===== src/rtl/conv_window_gen.sv =====
// conv_window_gen: 3x3 window generator and phase counters feeding the
// convolution control FSM.
//   clk, rst_n       - clock, asynchronous active-low reset
//   in_valid/in_data - gapless raster pixel stream
//   state            - control FSM state (00 preload, 01 output, 10 skip, 11 illegal)
//   count_data/line/skip - phase counters consumed by the FSM
//   win_valid/win_data   - registered 3x3 window, w0 in the LSBs
//   frame_done       - one-cycle pulse after the last pixel of the frame
//   frame_err        - sticky flag for a gap inside the frame
module conv_window_gen #(
    parameter int unsigned DATA_W   = 8,
    parameter int unsigned IMG_W    = 14,
    parameter int unsigned IMG_H    = 14,
    parameter int unsigned PRELOAD  = 32,
    parameter int unsigned LINE_OUT = 12,
    parameter int unsigned SKIP     = 2
) (
    input  logic                clk,
    input  logic                rst_n,
    input  logic                in_valid,
    input  logic [DATA_W-1:0]   in_data,
    input  logic [1:0]          state,
    output logic [7:0]          count_data,
    output logic [3:0]          count_line,
    output logic [1:0]          count_skip,
    output logic                win_valid,
    output logic [9*DATA_W-1:0] win_data,
    output logic                frame_done,
    output logic                frame_err
);
    localparam int unsigned DEPTH  = 2*IMG_W + 3;
    localparam int unsigned NPIX   = IMG_W * IMG_H;
    localparam int unsigned PCNT_W = $clog2(NPIX + 1);

    localparam logic [7:0]        DATA_LAST = 8'(PRELOAD - 1);
    localparam logic [3:0]        LINE_LAST = 4'(LINE_OUT - 1);
    localparam logic [1:0]        SKIP_LAST = 2'(SKIP - 1);
    localparam logic [PCNT_W-1:0] PIX_END   = PCNT_W'(NPIX);
    localparam logic [PCNT_W-1:0] PIX_LAST  = PCNT_W'(NPIX - 1);

    typedef enum logic [1:0] {
        ST_PRELOAD = 2'b00,
        ST_OUTPUT  = 2'b01,
        ST_SKIP    = 2'b10,
        ST_ILLEGAL = 2'b11
    } fsm_state_e;

    fsm_state_e fsm_st;

    logic [DATA_W-1:0]   dl_q [DEPTH];
    logic [DATA_W-1:0]   dl_d [DEPTH];
    logic [7:0]          cnt_data_q, cnt_data_d;
    logic [3:0]          cnt_line_q, cnt_line_d;
    logic [1:0]          cnt_skip_q, cnt_skip_d;
    logic [PCNT_W-1:0]   pix_cnt_q, pix_cnt_d;
    logic                win_valid_q, win_valid_d;
    logic [9*DATA_W-1:0] win_data_q, win_data_d;
    logic                frame_done_q, frame_done_d;
    logic                frame_err_q, frame_err_d;
    logic                frame_over;
    logic                accept;

    assign fsm_st     = fsm_state_e'(state);
    assign frame_over = (pix_cnt_q == PIX_END);
    assign accept     = in_valid && !frame_over;

    // Next-state logic: shift, counters, window capture, frame tracking.
    always_comb begin
        dl_d         = dl_q;
        cnt_data_d   = cnt_data_q;
        cnt_line_d   = cnt_line_q;
        cnt_skip_d   = cnt_skip_q;
        pix_cnt_d    = pix_cnt_q;
        win_valid_d  = 1'b0;
        win_data_d   = win_data_q;
        frame_done_d = 1'b0;
        frame_err_d  = frame_err_q;

        // A gap only counts once the frame has started and before it ends.
        if (!in_valid && (pix_cnt_q != '0) && !frame_over) begin
            frame_err_d = 1'b1;
        end

        if (accept) begin
            dl_d[0] = in_data;
            for (int i = 1; i < DEPTH; i++) begin
                dl_d[i] = dl_q[i-1];
            end
            pix_cnt_d    = pix_cnt_q + PCNT_W'(1);
            frame_done_d = (pix_cnt_q == PIX_LAST);

            case (fsm_st)
                ST_PRELOAD: begin
                    if (cnt_data_q != DATA_LAST) begin
                        cnt_data_d = cnt_data_q + 8'd1;
                    end
                end
                ST_OUTPUT: begin
                    cnt_line_d  = (cnt_line_q == LINE_LAST) ? 4'd0 : cnt_line_q + 4'd1;
                    win_valid_d = 1'b1;
                    // Taps taken from the post-shift line so w0 is this pixel.
                    win_data_d  = {dl_d[2*IMG_W+2], dl_d[2*IMG_W+1], dl_d[2*IMG_W],
                                   dl_d[IMG_W+2],   dl_d[IMG_W+1],   dl_d[IMG_W],
                                   dl_d[2],         dl_d[1],         dl_d[0]};
                end
                ST_SKIP: begin
                    cnt_skip_d = (cnt_skip_q == SKIP_LAST) ? 2'd0 : cnt_skip_q + 2'd1;
                end
                default: ;
            endcase
        end
    end

    // State registers.
    always_ff @(posedge clk or negedge rst_n) begin
        if (!rst_n) begin
            for (int i = 0; i < DEPTH; i++) begin
                dl_q[i] <= '0;
            end
            cnt_data_q   <= '0;
            cnt_line_q   <= '0;
            cnt_skip_q   <= '0;
            pix_cnt_q    <= '0;
            win_valid_q  <= 1'b0;
            win_data_q   <= '0;
            frame_done_q <= 1'b0;
            frame_err_q  <= 1'b0;
        end else begin
            dl_q         <= dl_d;
            cnt_data_q   <= cnt_data_d;
            cnt_line_q   <= cnt_line_d;
            cnt_skip_q   <= cnt_skip_d;
            pix_cnt_q    <= pix_cnt_d;
            win_valid_q  <= win_valid_d;
            win_data_q   <= win_data_d;
            frame_done_q <= frame_done_d;
            frame_err_q  <= frame_err_d;
        end
    end

    assign count_data = cnt_data_q;
    assign count_line = cnt_line_q;
    assign count_skip = cnt_skip_q;
    assign win_valid  = win_valid_q;
    assign win_data   = win_data_q;
    assign frame_done = frame_done_q;
    assign frame_err  = frame_err_q;

endmodule


===== config.mk =====
export PLATFORM = sky130hd
export DESIGN_NAME = conv_window_gen
export DESIGN_NICKNAME = d
export VERILOG_FILES = /design/src/rtl/conv_window_gen.sv
export SDC_FILE = /design/constraint.sdc
export NUM_CORES = 1
export LEC_CHECK = 0
export CAP_MARGIN = 40
export CORE_ASPECT_RATIO = 0.5
export CORE_MARGIN = 4
export CORE_UTILIZATION = 45
export CTS_CLUSTER_DIAMETER = 200
export DETAILED_ROUTE_END_ITERATION = 10
export GPL_TIMING_DRIVEN = 0
export HOLD_SLACK_MARGIN = 0.15
export SLEW_MARGIN = 10
export SYNTH_ARGS = -nofsm -noshare
export SYNTH_HDL_FRONTEND = slang
export SYNTH_SLANG_ARGS = --single-unit

===== constraint.sdc =====
create_clock -name clk -period 3.5 [get_ports clk]
set_input_delay 0.7 -clock clk [delete_from_list [all_inputs] [get_ports clk]]
set_output_delay 0.7 -clock clk [all_outputs]
set_load 0.02 [all_outputs]

; After elaboration in Yosys (flattened, before gate mapping)
; Cells that the tools add are included.
[word_totals]
register_bits = 337
inputBits = 13
output_inout_bits = 89
word_cells = 64
[op_classes]
addsub = 4
eq_ne = 7
muxes = 5
n_reduce_logical = 10
[ops]
columns = operator, count
row1 = $add 8x1->8 const B, 2
row2 = $eq 8x8->1 const B, 2
row3 = $ne 8x5->1 const B, 1
row4 = $reduce_bool 8->1, 1
row5 = $add 4x1->4 const B, 1
row6 = $eq 2x1->1 const B, 2
row7 = $eq 4x4->1 const B, 1
row8 = $mux 4, 1
row9 = $reduce_and 2->1, 2
row10 = $logic_and 1x1->1, 3
row11 = $mux 1, 3
row12 = $reduce_and 3->1, 1
row13 = $add 2x1->2 const B, 1
row14 = $eq 2x2->1 const B, 1
row15 = $logic_not 1->1, 2
row16 = $logic_not 2->1, 1
row17 = $mux 2, 1

; Logic depth before layout (Yosys ltp)
[logic_depth]
word_depth = 4
depth_mapped = 9
depth_no_buf = 6

; Least setup slack after synthesis
; No wires, ideal clock.
[synth_timing]
path_type = register to register
from = register pix_cnt_q[0]
to = register win_data_q[46], in the netlist win_data[46]
setup_ns = 0.128
arrival_time_ns = 2.054
setup_slack_ns = 1.318
stages_incl_launch_ff = 9
path_buffers = 3
synth_period_minus_slack_ns = 2.182
path_cell_list = dfrtp_1 > inv_1 > ha_1 > or4b_1 > buf_2 > o211ai_4 > buf_6 > buf_6 > mux2_1
[synth_via]
elab_chain_cells = 4
[synth_lines]
columns = element, line
row1 = start: declaration, 55  ; logic [PCNT_W-1:0] pix_cnt_q, pix_cnt_d;
row2 = start signal: assignment, 133  ; pix_cnt_q <= pix_cnt_d;
row3 = $eq 8x8->1, 64  ; assign frame_over = (pix_cnt_q == PIX_END);
row4 = $logic_not 1->1, 65  ; assign accept = in_valid && !frame_over;
row5 = $logic_and 1x1->1, 65
row6 = $reduce_and 2->1 (no source line), --
row7 = end signal: assignment, 135  ; win_data_q <= win_data_d;
row8 = end: declaration, 57  ; logic [9*DATA_W-1:0] win_data_q, win_data_d;
; No other way between the ends.
; A chain may end at the register's enable or synchronous reset.

; Final worst setup path
[layout_timing]
from = register pix_cnt_q[0]
to = register win_data_q[52], in the netlist win_data[52]
; Same word-level chain as after synthesis.

==> parameters.txt <==
Parameter                              Value

Drt
  Pre-Repair DR Iteration Count    4
  Aggregate routed wire length    24500 µm
  Routed vias/inst    4.71
  Wire length per cell    13.5 µm
  Via Count    8517
  Iteration-0 DRC count of the detailed router    593
  Antenna viol nets, final    0
  Post-route DRC    0

Pwr
  Share of power burned in combinational logic    15.4%
  Cell internal power dissipation    7.10 mW
  Seq pwr share    50.7%
  Standby leakage power    8.24 nW
  Power Density    633 mW/mm²
  Largest vdd supply drop    0.361 mV
  Sw Share    27.2%
  Switching power summed over all nets    2.65 mW
  Clock power share    33.9%

Setup path
  Worst R2R End    win_data[52]
  Register-to-Register Setup Slack    1.01 ns
  Top cell family by delay on the critical path    buffers and inverters
  Largest stage delay on the critical path    0.42 ns
  Critical Path, Cell by Cell    inv_1, ha_1, or4b_1, buf_2, o211ai_4, buf_6, buf_6, mux2_1
  Worst path required time    3.93 ns
  Standard cell with the maximum stage delay on the critical path    sky130_fd_sc_hd__or4b_1
  Depth of the most critical reg-to-reg path    8
  Critical path capture point type    flip-flop
  Beginning of the worst register-to-register path    pix_cnt_q[0]
  Crit path arrival time    2.93 ns
  Critical Path Start Type    flip-flop
  Worst Path Max Fanout    10
  Most frequent cell on the critical path    sky130_fd_sc_hd__buf_6
  Crit Path Category    reg -> reg
  Buffers & Inverters on Critical Path    4

Layout
  Area overhead of the layout relative to synthesis    19.9%
  Post-layout net count    1424
  Antenna Diode Count    0
  Final non-filler cell area    0.0154 mm²
  Proportion of layout cells with a drive suffix above 1    10.7%

GRT
  GRT Resource Usage Total    16.3%
  Initial antenna violation count    0
  First-pass GRT wire length    42900 µm
  GRT Max-Usage Layer    met2
  Number of global-route vias before repair    8728
  Met1 capacity usage during global routing    23.2%
  Met3 track demand over resource in global routing    2.75%
  Pin count of the biggest net entering global routing    99
  Global route overflow    0
  Met2 Use GR    26.7%

CTS
  Max Buffers Root-to-Sink    3
  CTS clock-pin slew for the worst setup and hold paths    0.07 ns
  Buffers inserted during post-CTS setup optimization    0
  Post-CTS Resized    0
  CTS tree    yes
  H-tree Lvls    1
  Clock latency reported for the late side of the worst-skew pair    0.56 ns
  CTS root buffer    sky130_fd_sc_hd__clkbuf_16
  Number of buffers created by CTS    30
  Clock net sink count    337

STA
  Worst slew margin relative to its limit    58.0%
  Final Max Slew Viols    0
  Setup slack of the critical path after layout    1.01 ns
  Setup clock skew after layout    0.0160 ns
  RSZ-0062 raised after global routing    no
  Endpoints failing setup    0
  Final Critical Period    2.49 ns
  Final Hold Violating Endpoints    0
  Peak clock frequency supported by timing    401 MHz
  Final clock period utilization by the worst path    71.2%
  Worst slew pin tran    0.630 ns

Yosys
  Post-synthesis instance area    0.0128 mm²
  List of most frequent post-synthesis cells    728 x sky130_fd_sc_hd__nand2_1, 337 x sky130_fd_sc_hd__dfrtp_1, 48 x sky130_fd_sc_hd__mux2_2, 42 x sky130_fd_sc_hd__buf_2, 28 x sky130_fd_sc_hd__mux2_1
  Main synth FF type    sky130_fd_sc_hd__dfrtp_1
  Area share of the largest cell type after synthesis    65.7%
  Cells after synthesis    1271
  Synth unique cells    36
  Register bit count reported by yosys    337
  Dominant cells by area after synthesis    sky130_fd_sc_hd__dfrtp_1 66%, sky130_fd_sc_hd__nand2_1 21%, sky130_fd_sc_hd__mux2_2 4.2%
  Synth Area per Inst    10.1 µm²
  Synth Net Count    1288
  Cell type with the highest aggregate area in the netlist    sky130_fd_sc_hd__dfrtp_1
  Leading cell type by number of instances after synthesis    sky130_fd_sc_hd__nand2_1
  Number of enable flip-flop cells after synthesis    0
  Warnings, synthesis    0
  Sequential share of the synthesized area    65.7%
  Ys async rst share    100%

Hold path
  Hold/Removal Path Class    reg -> reg
  Min-delay src    dl_q[151]
  Hold Crit Endpoint    dl_q[143]
  Cell depth of the worst min-delay path    2

Place
  Worst Setup Slack post-DPL    0.917 ns
  Final RePlAce weighted congestion    0.747
  Instance area after placement    0.0144 mm²
  Buffers added on ports    100
  HPWL after detailed placement    16400 µm

Die
  Die Outline Area    0.0315 mm²
  Standard cell core area    0.0279 mm²
  Initial standard-cell utilization of the core    46.0%
  Die Wd    247 µm
  Ports    102
  Standard-cell row count    43
  Overall die height    127 µm

Outcome
  Run status    finished, final reports clean

Job
  # Max-Cap Violations    0
cell usage in the layout (no fill, tap or decap), types with 7 or more instances in the layout:
cell type	n
sky130_fd_sc_hd__nand2_1	728
sky130_fd_sc_hd__dfrtp_1	337
sky130_fd_sc_hd__clkdlybuf4s50_1	99
sky130_fd_sc_hd__mux2_2	48
sky130_fd_sc_hd__buf_2	42
sky130_fd_sc_hd__clkbuf_16	31
sky130_fd_sc_hd__mux2_1	28
sky130_fd_sc_hd__clkbuf_1	18
sky130_fd_sc_hd__nor2_1	9
sky130_fd_sc_hd__xor2_1	7
sequential cells by signal, indices dropped and copies added (netlist names):
| register | flops |
|---|---|
| win_data | 72 |
| frame_done | 1 |
| count_line | 4 |
| win_valid | 1 |
| pix_cnt_q | 8 |
| frame_err | 1 |
| count_skip | 2 |
| count_data | 8 |
| dl_q | 240 |
cells by family after synthesis:
family          share of synthesized area [%]
simple gates                             22.7
flops                                    65.7
mux                                      6.66
buf+inv                                  2.78
compound gates                          0.935
xor+xnor                                0.887
fa+ha+maj                               0.390
cell type report:
class / count / area, µm²
Tap cell: 382 / 478
Buffer: 63 / 342
Sequential cell: 337 / 8430
Inverter: 4 / 15.0
Clock buffer: 44 / 885
Clock inverter: 8 / 98.8
Fill cell: 2462 / 12500
Timing Repair Buffer: 104 / 1100
Multi-Input combinational cell: 867 / 4050
worst max path at each step:
stage,endpoint,slack (ns),from,depth (start not counted)
after floorplan,win_data[46],1.32,pix_cnt_q[0],8
after global routing,win_data[46],0.87,pix_cnt_q[1],8
after global placement,dl_q[88],-12.53,rst_n,1
after detailed placement,count_line[3],0.92,state[0],7
final,win_data[52],1.01,pix_cnt_q[0],8
after CTS,win_data[52],0.97,pix_cnt_q[0],8
layer usage:
layer,vias up,wire [µm],part of all wire [%]
li1,4222,-,-
met4,0,443,1.8
met2,72,11500,47
met5,-,0,0
met3,41,683,2.8
met1,4182,11900,49
power groups by stage:
stage | logic (mW) | clock network, mW | registers (mW)
final | 1.50 | 3.30 | 4.95
after global routing | 1.69 | 3.56 | 5.03
after CTS | 1.53 | 3.41 | 4.95
after detailed placement | 1.52 | 0 | 5.02
after global placement | 1.47 | 0 | 5.01
after floorplan | 0.682 | 0 | 5.12
worst reg2reg max path, stage by stage (launching register included):
cell and delay (ns):
sky130_fd_sc_hd__dfrtp_1 0.41, sky130_fd_sc_hd__inv_1 0.12, sky130_fd_sc_hd__ha_1 0.15, sky130_fd_sc_hd__or4b_1 0.42, sky130_fd_sc_hd__buf_2 0.19, sky130_fd_sc_hd__o211ai_4 0.32, sky130_fd_sc_hd__buf_6 0.23, sky130_fd_sc_hd__buf_6 0.19
sky130_fd_sc_hd__mux2_1 0.34
timing repair:
action / in CTS / in global routing
endpoints found under the setup margin: 0 / 0
endpoints found under the hold margin: 15 / 0
hold buffers: 1 / 0
through the flow:
step,setup TNS [ns],utilization (%),cells,power [mW],hold slack [ns]
floorplan,0,-,1271,5.81,0.404
global placement,-4209.56,51.3,1753,6.48,0.447
detailed placement,0,51.6,1756,6.54,0.449
CTS,0,55.2,1809,9.89,0.458
global route,0,55.2,1809,10.3,0.481
finish,0,55.2,1809,9.75,0.455
No activity file was read; power rests on OpenSTA's default activity.
